**src/rtl/instr_mem_loader.sv**
```systemverilog
// instr_mem_loader
//   Streams 32-bit instruction words into a byte-wide instruction memory,
//   one little-endian byte per cycle starting at byte address 0. Tracks the
//   number of completed bytes, raises a sticky done flag after the word
//   marked last, and a sticky error flag when a word would run past the
//   memory depth.
//
// Ports
//   clk_i, rst_i          clock, synchronous active-high reset
//   instr_i               instruction word
//   instr_last_i          marks instr_i as the final word (sampled at accept)
//   instr_valid_i         producer has a word
//   instr_ready_o         loader can accept a word this cycle
//   mem_we_o              byte write enable
//   mem_addr_o            byte write address
//   mem_data_o            byte write data
//   prog_bytes_o          bytes of completed words written so far
//   done_o                last word fully written (sticky)
//   error_o               overflow detected (sticky)
module instr_mem_loader #(
  parameter int PC_SIZE    = 32,
  parameter int INSTR_SIZE = 32,
  parameter int MAX_LINES  = 4096
) (
  input  logic                  clk_i,
  input  logic                  rst_i,
  input  logic [INSTR_SIZE-1:0] instr_i,
  input  logic                  instr_last_i,
  input  logic                  instr_valid_i,
  output logic                  instr_ready_o,
  output logic                  mem_we_o,
  output logic [PC_SIZE-1:0]    mem_addr_o,
  output logic [7:0]            mem_data_o,
  output logic [PC_SIZE-1:0]    prog_bytes_o,
  output logic                  done_o,
  output logic                  error_o
);

  typedef enum logic [1:0] {IDLE, WRITE, DONE, ERROR} state_t;

  localparam logic [PC_SIZE:0] LAST_ADDR = (PC_SIZE+1)'(MAX_LINES - 1);

  state_t                  state;
  logic [1:0]              k;
  logic [INSTR_SIZE-1:0]   word_q;
  logic                    last_q;
  logic [PC_SIZE-1:0]      wr_ptr;
  logic [PC_SIZE-1:0]      prog_bytes;

  logic                    accept;
  logic                    word_end;
  logic [PC_SIZE:0]        next_base;

  // Extra MSB keeps base+3 from wrapping near the top of the address space.
  function automatic logic overflows(input logic [PC_SIZE:0] base);
    return (base + (PC_SIZE+1)'(3)) > LAST_ADDR;
  endfunction

  assign instr_ready_o = (state == IDLE) ||
                         ((state == WRITE) && (k == 2'd3) && !last_q);
  assign accept        = instr_valid_i && instr_ready_o;
  assign word_end      = (state == WRITE) && (k == 2'd3);

  // A word accepted on the final byte edge lands after the word just
  // finished, so its bounds check must use the advanced pointer.
  assign next_base = word_end ? ({1'b0, wr_ptr} + (PC_SIZE+1)'(4))
                              : {1'b0, wr_ptr};

  always_comb begin
    mem_we_o   = 1'b0;
    mem_addr_o = wr_ptr;
    mem_data_o = 8'h00;
    if (state == WRITE) begin
      mem_we_o   = 1'b1;
      mem_addr_o = wr_ptr + PC_SIZE'(k);
      mem_data_o = word_q[{k, 3'b000} +: 8];
    end
  end

  assign prog_bytes_o = prog_bytes;
  assign done_o       = (state == DONE);
  assign error_o      = (state == ERROR);

  // Word buffer is pure data: it is only meaningful in WRITE, which is
  // always entered through an accept, so it needs no reset.
  always_ff @(posedge clk_i) begin
    if (accept) word_q <= instr_i;
  end

  always_ff @(posedge clk_i) begin
    if (rst_i) begin
      state      <= IDLE;
      k          <= 2'd0;
      last_q     <= 1'b0;
      wr_ptr     <= '0;
      prog_bytes <= '0;
    end else begin
      case (state)
        IDLE: begin
          if (accept) begin
            if (overflows(next_base)) begin
              state <= ERROR;
            end else begin
              state  <= WRITE;
              k      <= 2'd0;
              last_q <= instr_last_i;
            end
          end
        end
        WRITE: begin
          k <= k + 2'd1;
          if (k == 2'd3) begin
            wr_ptr     <= wr_ptr + PC_SIZE'(4);
            prog_bytes <= prog_bytes + PC_SIZE'(4);
            if (last_q) begin
              state <= DONE;
            end else if (accept) begin
              if (overflows(next_base)) begin
                state <= ERROR;
              end else begin
                k      <= 2'd0;
                last_q <= instr_last_i;
              end
            end else begin
              state <= IDLE;
            end
          end
        end
        DONE:    state <= DONE;
        ERROR:   state <= ERROR;
        default: state <= IDLE;
      endcase
    end
  end

endmodule

```
**config.mk**
```make
export PLATFORM = sky130hd
export DESIGN_NAME = instr_mem_loader
export DESIGN_NICKNAME = d
export VERILOG_FILES = /design/src/rtl/instr_mem_loader.sv
export SDC_FILE = /design/constraint.sdc
export NUM_CORES = 1
export LEC_CHECK = 0
export BUFFER_PORTS_ARGS = -buffer_cell sky130_fd_sc_hd__clkbuf_2
export CELL_PAD_IN_SITES_DETAIL_PLACEMENT = 0
export CELL_PAD_IN_SITES_GLOBAL_PLACEMENT = 2
export CORE_MARGIN = 3
export CORE_UTILIZATION = 32
export DETAILED_ROUTE_END_ITERATION = 7
export PLACE_DENSITY = 0.87
export SETUP_SLACK_MARGIN = 0.3
export SYNTH_ARGS = -nofsm -noshare
export SYNTH_HDL_FRONTEND = slang
export SYNTH_SLANG_ARGS = --single-unit
export TNS_END_PERCENT = 1
```
**constraint.sdc**
```tcl
create_clock -name clk_i -period 3.6 [get_ports clk_i]
set_input_delay 0.54 -clock clk_i [delete_from_list [all_inputs] [get_ports clk_i]]
set_output_delay 0.54 -clock clk_i [all_outputs]
set_load 0.02 [all_outputs]
```
# [Yosys cells after proc, flatten, opt, wreduce, memory -nomap -nowiden]
# Index checks and enable logic that the tools add are counted.
[word_totals] out_inout_bits=76 reg_bits=101 n_memories=0 in_bits=36 mem_bits_ro=0 ram_bits=0 latchBits=0
[classes] n_eq_ne=8 n_mux=25 magnitude_cmp=1 div=0 shifts=1 n_bitwise=0 reduce_logical=11 mul=0 add_sub_neg=6
[op_table] cell="$add 32x3->32 const B" count=2
[op_table] cell="$add 32x3->33 const B" count=1
[op_table] cell="$add 33x2->33 const B" count=1
[op_table] cell="$gt 33x12->1 const B" count=1
[op_table] cell="$mux 33" count=1
[op_table] cell="$add 32x2->32" count=1
[op_table] cell="$mux 32" count=1
[op_table] cell="$shiftx 32x6->8" count=1
[op_table] cell="$mux 2" count=12
[op_table] cell="$mux 8" count=1
[op_table] cell="$pmux 2 s4" count=1
[op_table] cell="$mux 1" count=7
[op_table] cell="$eq 2x2->1 const B" count=3
[op_table] cell="$ne 2x2->1 const B" count=3
[op_table] cell="$reduce_and 3->1" count=2
[op_table] cell="$ne 4x3->1 const B" count=1
[op_table] cell="$pmux 2 s2" count=1
[op_table] cell="$reduce_and 4->1" count=1
[op_table] cell="$logic_and 1x1->1" count=3
[op_table] cell="$add 2x1->2 const B" count=1
[op_table] cell="$eq 2x1->1 const B" count=1
[op_table] cell="$logic_not 2->1" count=1
[op_table] cell="$pmux 1 s2" count=1
[op_table] cell="$reduce_and 2->1" count=1
[op_table] cell="other kinds (3)" count=3

# [Logic depth before layout (Yosys ltp)]
[depth] depth_word=10 depth_mapped=9 ltp_nobuf=8

# [Least setup slack after synthesis]
# No wires, ideal clock.
[synth_path] path_type="reg2reg" start="register wr_ptr[15]" end="register last_q" arrival_time_ps=2927 required_time_ps=3530 path_buffers=2 setup_slack_ps=603 setup_ps=70 stages_incl_launch_ff=10 cell_sequence="dfxtp_1 buf_2 and4_1 clkbuf_1 or4b_2 nor4_1 xnor2_1 nand4_1 or4_1 a21oi_1"
[synth_between] elab_chain_len=9
[synth_rtl] item="start, declared" line="47" rtl="logic [PC_SIZE-1:0] wr_ptr;"
[synth_rtl] item="start signal, assigned" line="113" rtl="wr_ptr <= wr_ptr + PC_SIZE'(4);"
[synth_rtl] item="$add 32x3->33" line="66" rtl="assign next_base = word_end ? ({1'b0, wr_ptr} + (PC_SIZE+1)'(4))"
[synth_rtl] item="$mux 33 (*)" line="66"
[synth_rtl] item="$add 33x2->33 (*)" line="56" rtl="return (base + (PC_SIZE+1)'(3)) > LAST_ADDR;"
[synth_rtl] item="$gt 33x12->1 (*)" line="56"
[synth_rtl] item="$mux 1" line="118" rtl="if (overflows(next_base)) begin"
[synth_rtl] item="$mux 1" line="117" rtl="end else if (accept) begin"
[synth_rtl] item="$mux 1" line="115" rtl="if (last_q) begin"
[synth_rtl] item="$mux 1" line="112" rtl="if (k == 2'd3) begin"
[synth_rtl] item="$pmux 1 s2" line="98" rtl="case (state)"
[synth_rtl] item="end signal, assigned" line="106" rtl="last_q <= instr_last_i;"
[synth_rtl] item="end signal, assigned" line="122" rtl="last_q <= instr_last_i;"
[synth_rtl] item="end, declared" line="46" rtl="logic last_q;"
# Mark *: on every way between the ends. The rest lies on a longest branch, timed or not. The select of a mux whose other input is x is not followed.
# A chain may end at the register's enable or synchronous reset.

# [Worst setup path after layout]
[layout_path] start="register wr_ptr[8]" end="register last_q"
# The elaborated chain is that of the path after synthesis.

==> run summary <==
Share of cells above drive strength 1 -> 0.275
Relative slew slack -> 0.333
Vias in the first global route -> 3448
Clk_lat worst skew -> 350 ps
First-pass GRT wire length -> 17200 um
Total track usage -> 0.143
Fin Hold WS -> 355 ps
Pwr dens -> 408 mW/mm^2
RSZ-0062 raised after global routing -> no
Routability cong. -> 0.827
Top cell type's share of synthesized area -> 0.293
Full die area -> 0.0153 mm^2
CP endpoint kind -> flip-flop
Fillers -> 1351
CP arrival -> 3320 ps
Status -> completed
Final Hold Vio Count -> 0
Iter 0 DRT Violations -> 230
Total power -> 2.25 mW
Worst hold path type -> input port to flip-flop
Syn_area_per_cell -> 9.92 um^2
Synthesized flop and latch total -> 97
CTS tree -> done
Largest net degree at the start of global routing -> 46
Syn. warnings -> 0
Most frequent cells in the layout -> clkbuf_2, dfxtp_1, nor2_1, nand2_1, edfxtp_1
Setup-failing EPs final -> 0
Peak VDD IR -> 0.000215 V
CTS clock-pin slew for the worst setup and hold paths -> 80 ps
Most common cell after layout, fill and taps aside -> clkbuf_2
Vias/cell -> 4.91
# nets final -> 601
Final ANT Viol Nets -> 0
Pre-antenna DRT Iters -> 4
Area of the core -> 0.0134 mm^2
Largest area contributor in the netlist -> dfxtp_1
Sequential area share after synthesis -> 0.509
R2r setup slk -> 550 ps
Crit Path Max Fanout -> 6
Top_reg_cell synth -> dfxtp_1
Fin crit share -> 0.846
Critical path class -> flip-flop to flip-flop
Antenna Cells -> 0
Drt drc -> 0
Clk buf depth -> 2
Initial antenna violation count -> 0
Die Height -> 124 um
Area grow syn2layout -> 24.3%
HPWL after detailed placement -> 7630 um
Top cells by area, synth -> dfxtp_1, edfxtp_1, nor2_1, xnor2_1, xor2_1
Post-synth ARST share -> 0
Leakage -> 2.10 nW
Total gr overflow -> 0
Port Buffers -> 109
Core Rows -> 42
H-tree levels -> 3
Starting Density -> 0.332
Clock skew -> 10.2 ps
Routed len/inst -> 14.4 um
Yosys cell types -> 49
Max frequency -> 328 MHz
Clock buffers created by TritonCTS -> 9
Max Slew Vio Count -> 0
EDFF count, synth -> 32
Worst-Margin Slew -> 1000 ps
Mapped Cells -> 448
Startpoint types -> flip-flop
Data required, critical path -> 3870 ps
Netlist Area Pre-Place -> 0.00445 mm^2
Hold buffer count at CTS -> 0
Die X -> 124 um
Total of max-cap violations -> 0
Post-Route WL -> 10700 um
Vias -> 3647
Num Clock Sinks -> 97
Setup TNS -> 0 ps
Clk root buf -> clkbuf_16
Min Tclk post-route -> 3050 ps
I/O pins -> 112
[sequential cells by signal, summed over array words and instances (netlist names)]
signal	cells
last_q	1
state	2
wr_ptr	30
word_q	32
k	2
prog_bytes_o	30
[cell type report]
cell class              instances  area, um^2  share of cell area
clock inverters                 7        66.3              0.0120
flip-flops and latches         97        2260               0.410
well taps                     176         220              0.0399
inverters                      12        45.0             0.00815
multi-input cells             320        2060               0.373
repair buffers                122         643               0.116
clock buffers                   9         225              0.0408
[through the flow]
| step | utilization | worst slack [ps] | std cells | cell area [um^2] |
|---|---|---|---|---|
| after floorplan | - | 603 | 449 | 4450 |
| after global placement | 0.388 | 423 | 723 | 5200 |
| after detailed placement | 0.388 | 262 | 723 | 5200 |
| after CTS | 0.410 | 329 | 740 | 5500 |
| after global routing | 0.412 | 309 | 743 | 5520 |
| final | 0.412 | 553 | 743 | 5520 |
[synth_stat cells, types with 3 or more instances]
library cell,instances
dfxtp_1,65
nor2_1,63
nand2_1,35
edfxtp_1,32
xnor2_1,27
xor2_1,23
nand3_1,17
nand4_1,17
and2_1,16
a21oi_1,15
clkbuf_1,15
or3_1,14
o21ai_0,13
inv_1,12
nor4_1,10
mux4_2,8
nor3_1,8
and3_1,5
and4_1,5
nor2b_1,4
ha_1,3
nand4b_1,3
or4_1,3
[report_power, final]
group          switching [mW]  leakage, nW  internal, mW
registers             0.00717        0.830          1.16
logic                  0.0714         1.13        0.0506
clock network           0.473        0.145         0.490
total                   0.551         2.10          1.70
[critical path: stages (launching register included)]
cell and delay, ps:
dfxtp_1 440, nand4_2 210, or4_4 630, or3_1 400, a222oi_1 340, nand4_1 240
or4_1 570, a21oi_1 140
[path summary, 6_finish.rpt]
check,from,endpoint,cells past startpoint
min reg2reg,prog_bytes_o[3],prog_bytes_o[3],2
max,wr_ptr[8],last_q,7
min,instr_i[2],word_q[2],1
max reg2reg,wr_ptr[8],last_q,7
[kinds of logic after synthesis]
group / Yosys count / synth area share
muxes: 10 / 0.0453
buffers and inverters: 32 / 0.0290
DFF: 97 / 0.509
xor gates and xnor gates: 50 / 0.0985
AOI/OAI and AO/OA: 47 / 0.0667
other: 1 / 0.000844
and+or+nand+nor: 208 / 0.242
adders and majority gates: 3 / 0.00844
[timing repair]
item | in CTS | in global routing
buffers inserted | 1 | 3
pin swaps | 1 | 3
gates cloned | 0 | 0
endpoints found under the hold margin | 0 | 0
gates resized for setup | 0 | 2
endpoints found under the setup margin | 1 | 4
[routing by layer]
metal  wire length (um)  vias up  track usage
met3                655        9       0.0345
met1               4870     1707        0.188
met2               4980       94        0.226
met4                164        0       0.0609
li1                   -     1837            -
met5                  0        -            0
Note: power is estimated with default switching activity, not from simulation.
